`src/rtl/toast_mem_arbiter_pkg.sv`:
```
// Shared types and defaults for the ToastCore unified-memory arbiter.
// Owner encoding tags which port, if any, is due the next read response.
package toast_mem_arbiter_pkg;

    typedef enum logic [1:0] {
        OWNER_NONE = 2'd0,
        OWNER_I    = 2'd1,
        OWNER_D    = 2'd2
    } mem_owner_t;

    localparam int DEFAULT_STARVE_LIMIT = 4;
    localparam int STARVE_CNT_W         = 4;

endpackage

```
`src/rtl/toast_mem_arbiter_if.sv`:
```
// Bundle of fetch port, data port and RAM-side signals around the arbiter.
// slave = arbiter view; master = core plus RAM view.
interface toast_mem_arbiter_if #(
    parameter int MEM_AW = 14
) ();
    logic              i_req;
    logic [31:0]       i_addr;
    logic              i_gnt;
    logic              i_rvalid;
    logic [31:0]       i_rdata;

    logic              d_req;
    logic              d_we;
    logic [3:0]        d_be;
    logic [31:0]       d_addr;
    logic [31:0]       d_wdata;
    logic              d_gnt;
    logic              d_rvalid;
    logic [31:0]       d_rdata;

    logic              mem_en;
    logic [3:0]        mem_we;
    logic [MEM_AW-1:0] mem_addr;
    logic [31:0]       mem_wdata;
    logic [31:0]       mem_rdata;

    logic              addr_err;

    modport slave (
        input  i_req, i_addr,
        output i_gnt, i_rvalid, i_rdata,
        input  d_req, d_we, d_be, d_addr, d_wdata,
        output d_gnt, d_rvalid, d_rdata,
        output mem_en, mem_we, mem_addr, mem_wdata,
        input  mem_rdata,
        output addr_err
    );

    modport master (
        output i_req, i_addr,
        input  i_gnt, i_rvalid, i_rdata,
        output d_req, d_we, d_be, d_addr, d_wdata,
        input  d_gnt, d_rvalid, d_rdata,
        input  mem_en, mem_we, mem_addr, mem_wdata,
        output mem_rdata,
        input  addr_err
    );
endinterface

```
`src/rtl/toast_starve_counter.sv`:
```
// Saturating count of consecutive cycles a pending fetch has been denied.
// o_at_limit hands priority to the fetch port.
module toast_starve_counter
    import toast_mem_arbiter_pkg::*;
#(
    parameter int LIMIT = DEFAULT_STARVE_LIMIT,
    parameter int CW    = STARVE_CNT_W
) (
    input  logic i_clk,
    input  logic i_reset,
    input  logic i_inc,
    input  logic i_clr,
    output logic o_at_limit
);
    localparam logic [CW-1:0] LIMIT_C = CW'(LIMIT);

    logic [CW-1:0] r_cnt;

    always_ff @(posedge i_clk) begin
        if (i_reset || i_clr) begin
            r_cnt <= '0;
        end else if (i_inc && (r_cnt != LIMIT_C)) begin
            r_cnt <= r_cnt + 1'b1;
        end
    end

    assign o_at_limit = (r_cnt == LIMIT_C);
endmodule

```
`src/rtl/toast_mem_arbiter.sv`:
```
// Single-port RAM arbiter for ToastCore: data port wins unless a fetch has
// starved for STARVE_LIMIT cycles; read data returns one cycle after grant.
module toast_mem_arbiter
    import toast_mem_arbiter_pkg::*;
#(
    parameter int MEM_AW       = 14,
    parameter int STARVE_LIMIT = DEFAULT_STARVE_LIMIT
) (
    input  logic i_clk,
    input  logic i_reset,
    toast_mem_arbiter_if.slave bus
);
    logic        w_at_limit;
    logic        w_gnt_i;
    logic        w_gnt_d;
    logic        w_gnt_any;
    logic        w_oor_i;
    logic        w_oor_d;
    logic        w_oor;
    logic        w_i_rvalid;
    logic        w_d_rvalid;
    logic [31:0] w_resp_data;
    mem_owner_t  w_owner_nxt;

    mem_owner_t  r_owner;
    logic        r_resp_oor;
    logic        r_addr_err;
    logic [31:0] r_i_rdata;
    logic [31:0] r_d_rdata;

    logic        w_unused_addr_lsbs;
    assign w_unused_addr_lsbs = ^{bus.i_addr[1:0], bus.d_addr[1:0]};

    assign w_oor_i = |bus.i_addr[31:MEM_AW+2];
    assign w_oor_d = |bus.d_addr[31:MEM_AW+2];

    // Grants are suppressed while reset is held so nothing reaches the RAM.
    assign w_gnt_d   = !i_reset && bus.d_req && !(bus.i_req && w_at_limit);
    assign w_gnt_i   = !i_reset && bus.i_req && !w_gnt_d;
    assign w_gnt_any = w_gnt_i || w_gnt_d;
    assign w_oor     = w_gnt_d ? w_oor_d : w_oor_i;

    toast_starve_counter #(
        .LIMIT (STARVE_LIMIT),
        .CW    (STARVE_CNT_W)
    ) u_starve (
        .i_clk      (i_clk),
        .i_reset    (i_reset),
        .i_inc      (bus.i_req && !w_gnt_i),
        .i_clr      (w_gnt_i || !bus.i_req),
        .o_at_limit (w_at_limit)
    );

    always_comb begin
        bus.mem_en    = 1'b0;
        bus.mem_we    = 4'b0000;
        bus.mem_addr  = '0;
        bus.mem_wdata = '0;
        if (w_gnt_d) begin
            bus.mem_addr = bus.d_addr[MEM_AW+1:2];
            if (!w_oor_d) begin
                bus.mem_en = 1'b1;
                if (bus.d_we) begin
                    bus.mem_we    = bus.d_be;
                    bus.mem_wdata = bus.d_wdata;
                end
            end
        end else if (w_gnt_i) begin
            bus.mem_addr = bus.i_addr[MEM_AW+1:2];
            bus.mem_en   = !w_oor_i;
        end
    end

    always_comb begin
        w_owner_nxt = OWNER_NONE;
        if (w_gnt_i) begin
            w_owner_nxt = OWNER_I;
        end else if (w_gnt_d && !bus.d_we) begin
            w_owner_nxt = OWNER_D;
        end
    end

    assign w_i_rvalid  = !i_reset && (r_owner == OWNER_I);
    assign w_d_rvalid  = !i_reset && (r_owner == OWNER_D);
    assign w_resp_data = r_resp_oor ? 32'h0 : bus.mem_rdata;

    always_ff @(posedge i_clk) begin
        if (i_reset) begin
            r_owner    <= OWNER_NONE;
            r_resp_oor <= 1'b0;
            r_addr_err <= 1'b0;
            r_i_rdata  <= '0;
            r_d_rdata  <= '0;
        end else begin
            r_owner    <= w_owner_nxt;
            r_resp_oor <= w_gnt_any && w_oor;
            r_addr_err <= w_gnt_any && w_oor;
            if (w_i_rvalid) begin
                r_i_rdata <= w_resp_data;
            end
            if (w_d_rvalid) begin
                r_d_rdata <= w_resp_data;
            end
        end
    end

    // RAM data is live only in the response cycle; the hold registers keep it after.
    assign bus.i_gnt    = w_gnt_i;
    assign bus.d_gnt    = w_gnt_d;
    assign bus.i_rvalid = w_i_rvalid;
    assign bus.d_rvalid = w_d_rvalid;
    assign bus.i_rdata  = i_reset ? 32'h0 : (w_i_rvalid ? w_resp_data : r_i_rdata);
    assign bus.d_rdata  = i_reset ? 32'h0 : (w_d_rvalid ? w_resp_data : r_d_rdata);
    assign bus.addr_err = !i_reset && r_addr_err;
endmodule

```
`src/flat_wrapper.sv`:
```
// flat-port wrapper written by rule: the top's interface ports become plain ports
module toast_mem_arbiter_flat import toast_mem_arbiter_pkg::*;
#(
    parameter int MEM_AW       = 14,
    parameter int STARVE_LIMIT = DEFAULT_STARVE_LIMIT
)
  (i_clk, i_reset, bus_i_req, bus_i_addr, bus_i_gnt, bus_i_rvalid, bus_i_rdata, bus_d_req, bus_d_we, bus_d_be, bus_d_addr, bus_d_wdata, bus_d_gnt, bus_d_rvalid, bus_d_rdata, bus_mem_en, bus_mem_we, bus_mem_addr, bus_mem_wdata, bus_mem_rdata, bus_addr_err);
  toast_mem_arbiter_if #(.MEM_AW(MEM_AW)) bus_i ();
  input  logic i_clk;
  input  logic i_reset;
  input wire logic [$bits(bus_i.i_req)-1:0] bus_i_req;
  input wire logic [$bits(bus_i.i_addr)-1:0] bus_i_addr;
  output wire logic [$bits(bus_i.i_gnt)-1:0] bus_i_gnt;
  output wire logic [$bits(bus_i.i_rvalid)-1:0] bus_i_rvalid;
  output wire logic [$bits(bus_i.i_rdata)-1:0] bus_i_rdata;
  input wire logic [$bits(bus_i.d_req)-1:0] bus_d_req;
  input wire logic [$bits(bus_i.d_we)-1:0] bus_d_we;
  input wire logic [$bits(bus_i.d_be)-1:0] bus_d_be;
  input wire logic [$bits(bus_i.d_addr)-1:0] bus_d_addr;
  input wire logic [$bits(bus_i.d_wdata)-1:0] bus_d_wdata;
  output wire logic [$bits(bus_i.d_gnt)-1:0] bus_d_gnt;
  output wire logic [$bits(bus_i.d_rvalid)-1:0] bus_d_rvalid;
  output wire logic [$bits(bus_i.d_rdata)-1:0] bus_d_rdata;
  output wire logic [$bits(bus_i.mem_en)-1:0] bus_mem_en;
  output wire logic [$bits(bus_i.mem_we)-1:0] bus_mem_we;
  output wire logic [$bits(bus_i.mem_addr)-1:0] bus_mem_addr;
  output wire logic [$bits(bus_i.mem_wdata)-1:0] bus_mem_wdata;
  input wire logic [$bits(bus_i.mem_rdata)-1:0] bus_mem_rdata;
  output wire logic [$bits(bus_i.addr_err)-1:0] bus_addr_err;
  assign bus_i.i_req = bus_i_req;
  assign bus_i.i_addr = bus_i_addr;
  assign bus_i_gnt = bus_i.i_gnt;
  assign bus_i_rvalid = bus_i.i_rvalid;
  assign bus_i_rdata = bus_i.i_rdata;
  assign bus_i.d_req = bus_d_req;
  assign bus_i.d_we = bus_d_we;
  assign bus_i.d_be = bus_d_be;
  assign bus_i.d_addr = bus_d_addr;
  assign bus_i.d_wdata = bus_d_wdata;
  assign bus_d_gnt = bus_i.d_gnt;
  assign bus_d_rvalid = bus_i.d_rvalid;
  assign bus_d_rdata = bus_i.d_rdata;
  assign bus_mem_en = bus_i.mem_en;
  assign bus_mem_we = bus_i.mem_we;
  assign bus_mem_addr = bus_i.mem_addr;
  assign bus_mem_wdata = bus_i.mem_wdata;
  assign bus_i.mem_rdata = bus_mem_rdata;
  assign bus_addr_err = bus_i.addr_err;
  toast_mem_arbiter #(.MEM_AW(MEM_AW), .STARVE_LIMIT(STARVE_LIMIT)) u_core (.i_clk(i_clk), .i_reset(i_reset), .bus(bus_i));
endmodule
```
`config.mk`:
```
export PLATFORM = sky130hd
export DESIGN_NAME = toast_mem_arbiter_flat
export DESIGN_NICKNAME = d
export VERILOG_FILES = /design/src/rtl/toast_mem_arbiter_pkg.sv /design/src/rtl/toast_mem_arbiter_if.sv /design/src/rtl/toast_starve_counter.sv /design/src/rtl/toast_mem_arbiter.sv /design/src/flat_wrapper.sv
export SDC_FILE = /design/constraint.sdc
export NUM_CORES = 1
export LEC_CHECK = 0
export ABC_CLOCK_PERIOD_IN_PS = 2900
export CAP_MARGIN = 10
export CELL_PAD_IN_SITES_DETAIL_PLACEMENT = 1
export CELL_PAD_IN_SITES_GLOBAL_PLACEMENT = 1
export CORE_MARGIN = 5
export CORE_UTILIZATION = 21
export CTS_CLUSTER_DIAMETER = 40
export DETAILED_ROUTE_END_ITERATION = 16
export GPL_TIMING_DRIVEN = 0
export PLACE_DENSITY_LB_ADDON = 0.25
export SKIP_CTS_REPAIR_TIMING = 1
export SYNTH_ARGS = -nofsm -noshare
export SYNTH_HDL_FRONTEND = slang
export SYNTH_SLANG_ARGS = --single-unit
```
`constraint.sdc`:
```
create_clock -name i_clk -period 2.9 [get_ports i_clk]
set_input_delay 0.58 -clock i_clk [delete_from_list [all_inputs] [get_ports i_clk]]
set_output_delay 0.58 -clock i_clk [all_outputs]
set_load 0.05 [all_outputs]
```
==> impl_metrics.csv <==
group,metric,value,unit
placed_design,place.gp.congestion,0.839,
power,power,2770,µW
layout,antenna_cells,0,
worst_setup_path,crit_fanout,8,
layout,regArea,0.00142,mm²
worst_setup_path,critPathKind,"input pin to output port",
clock_tree,cts_max_level,3,
synthesis,synth_area_leaders,"dfxtp_1 (44%), nand2_1 (15%), a21oi_1 (10%)",
clock_tree,cts_root_buffer,"clkbuf_16",
synthesis,synth_simple_gate_area_share,0.346,
synthesis,synth_top_area_frac,0.442,
sta,slew_viol_final,0,
sta,slew_headroom,0.496,
synthesis,yosys_warnings,0,
sta,min_period,3.06,ns
drt,wl_per_cell,18.3,µm
worst_setup_path,crit_chain,"clkdlybuf4s50_1 > nor4_2 > nand2_1 > nor4_4 > buf_6 > buf_4 > buf_6 > and2_4 > buf_8",
placed_design,io_buffers,251,
layout,area_growth,114,%
sta,finalWorstSetupSlack,-0.160,ns
synthesis,syn_inst,428,
sta,fin_skew,0.00813,ns
outcome,violations,"negative setup slack",
power,irDropWorstVdd,0.000206,V
layout,multi_input_area,0.00196,mm²
clock_tree,cts_tree,"built",
drt,vias_per_cell,4.41,
synthesis,synth_fp_nets,567,
clock_tree,clock_sinks,71,
layout,fillers,1754,
clock_tree,cts_buffer_depth,2,
drt,first_pass_iters,4,
global_route,grt_first_pass_wirelength,24000,µm
sta,tightest_slew,0.756,ns
drt,drtIter0Drc,152,
synthesis,ys_ff_latch,71,
worst_setup_path,crit_top_cell,"buf_6",
sta,period_share,1.06,
global_route,grt_overflow_total,0,
synthesis,synth_area_per_cell,7.51,µm²
job,cap_violations,0,
synthesis,synth-compound-area-share,0.153,
floorplan,start_util,0.213,
drt,vias,3959,
clock_tree,clk_latency,0.33,ns
synthesis,synthDistinctLibCells,30,
synthesis,yosys.area_share.adder,0.00778,
global_route,antenna_found_initial,0,
drt,wirelength,16400,µm
power,powerDensity,401,mW/mm²
floorplan,core,0.0151,mm²
floorplan,rows,45,
clock_tree,cts_buffers,9,
placed_design,hpwl,13200,µm
synthesis,synth_top_family_by_area,"simple AND/OR/NAND/NOR gates",
outcome,outcome,"finished with violations",
sta,max_clock_freq,0.327,GHz
synthesis,synthXorXnorAreaFrac,0.00545,
worst_setup_path,crit_slowest_cell,"clkdlybuf4s50_1",
floorplan,die-area,0.0179,mm²
power,leakage,0.00312,µW
global_route,first_global_vias,4376,
worst_setup_path,cp_data_required_time,2.32,ns
floorplan,io_pins,257,
layout,final_cell_area,0.00690,mm²
synthesis,synth.area.mux_share,0,
worst_setup_path,crit_path_start_kind,"input pin",
worst_setup_path,max_stage_delay,0.42,ns
global_route,grtUsageTotal,0.172,
synthesis,synth_top_area_cell,"dfxtp_1",
worst_setup_path,cp-end-kind,"output port",
layout,drive_gt1_frac,0.315,
worst_setup_path,path_buf_inv,5,
layout,fin_cells,897,
clock_tree,cts.clk_slew.worst_paths,0.06,ns
synthesis,syn_area,0.00322,mm²
global_route,grt_max_degree,13,
sta,finalSetupViolCount,31,
worst_setup_path,cp.arrival,2.48,ns
drt,drtAntennaViolNets,0,
sta,finalHoldWorstSlack,0.459,ns
worst_setup_path,path_delay_family,"buffers and inverters",
sta,hold_viol,0,
drt,drcViolationCount,0,
floorplan,die_width,134,µm
hold_path,min_path_type,"flop to flop",
placed_design,place_inst,867,
synthesis,yosysSeqAreaShare,0.442,
floorplan,fp.dieH,134,µm
layout,utilization,0.457,
sta,rsz0062_at_grt,"true",
placed_design,placed_area,0.00613,mm²
layout,fin_nets,843,
## final cells by class
class / instances / area share
buffer: 30 / 0.0238
clock buffer: 10 / 0.0332
clock inverter: 6 / 0.0158
inverter: 6 / 0.00381
multi-input combinational: 320 / 0.284
sequential: 71 / 0.206
tap: 188 / 0.0341
timing repair buffer: 266 / 0.398
## logic make-up after synthesis
family | Yosys count
and+or+nand+nor | 231
AOI/OAI and AO/OA | 85
DFF | 71
buffers and inverters | 37
xor gates and xnor gates | 2
adders and majority gates | 2
## power breakdown
part | switching (µW) | internal (µW) | leakage (µW)
Combinational | 267 | 245 | 0.00238
Clock | 412 | 839 | 0.000166
Sequential | 7.77 | 996 | 0.000575
## flip-flops by register name, summed over array words and instances, names as in the netlist
| register | count |
|---|---|
| u_core.r_owner | 2 |
| u_core.r_i_rdata | 32 |
| u_core.u_starve.r_cnt | 4 |
| u_core.r_resp_oor | 1 |
| u_core.r_d_rdata | 32 |
## metrics by stage
stage,setup WS (ns),setup TNS (ns)
6_report,-0.160,-2.66
5_1_grt,-0.264,-6.29
4_1_cts,-1.10,-86.64
3_5_place_dp,-1.10,-79.00
3_3_place_gp,-1.04,-75.83
2_1_floorplan,-0.101,-0.101
## path summary, 6_finish.rpt
path | slack [ns] | startpoint | depth (start not counted) | end
hold reg to reg | 0.46 | u_core.r_d_rdata[30] | 2 | u_core.r_d_rdata[30]
setup / recovery | -0.16 | bus_d_addr[21] | 9 | bus_mem_wdata[5]
setup reg to reg | 1.27 | u_core.u_starve.r_cnt[0] | 7 | u_core.r_resp_oor
hold / removal | 0.46 | u_core.r_d_rdata[30] | 2 | u_core.r_d_rdata[30]
## layer usage
layer,up-vias,GRT usage,share of wire
met5,-,0,0
met4,0,0.0623,0.014
met2,152,0.328,0.54
li1,1950,-,-
met3,11,0.0585,0.071
met1,1846,0.171,0.37
## worst register-to-register path, stage by stage (launching register included)
cell and delay [ns]:
dfxtp_2 0.35, inv_2 0.05, ha_4 0.15, and3b_1 0.19, a211o_4 0.37, clkinvlp_4 0.16
nor2_1 0.07, nor4_1 0.22
## cell usage after synthesis, drive strengths merged
cell,instances
nand3b,1
dfxtp,71
xor2,1
inv,5
clkinv,1
o2111ai,2
nand2,132
or2,1
a31oi,1
xnor2,1
a21oi,66
nor4,10
or3,1
o211ai,1
nand4,1
nand3,1
a211o,1
clkbuf,28
buf,3
a22o,14
and3b,1
or3b,1
nor3,2
nand2b,2
nor2b,34
ha,2
nor2,8
and2,36
## cell usage in the layout (no fill, tap or decap), types with 9 or more instances in the layout
master,synthesis,routed
a21oi_2,0,22
clkbuf_16,0,9
a21oi_1,66,36
clkbuf_1,25,11
clkdlybuf4s50_1,0,130
clkbuf_4,0,36
buf_8,0,29
and2_4,0,36
nor2b_1,34,34
dlymetal6s2s_1,0,30
nand2_1,132,131
buf_6,0,9
clkbuf_2,3,30
dfxtp_1,71,69
a22o_1,14,14
buf_4,0,10
Power figures use the tool's default switching activity.
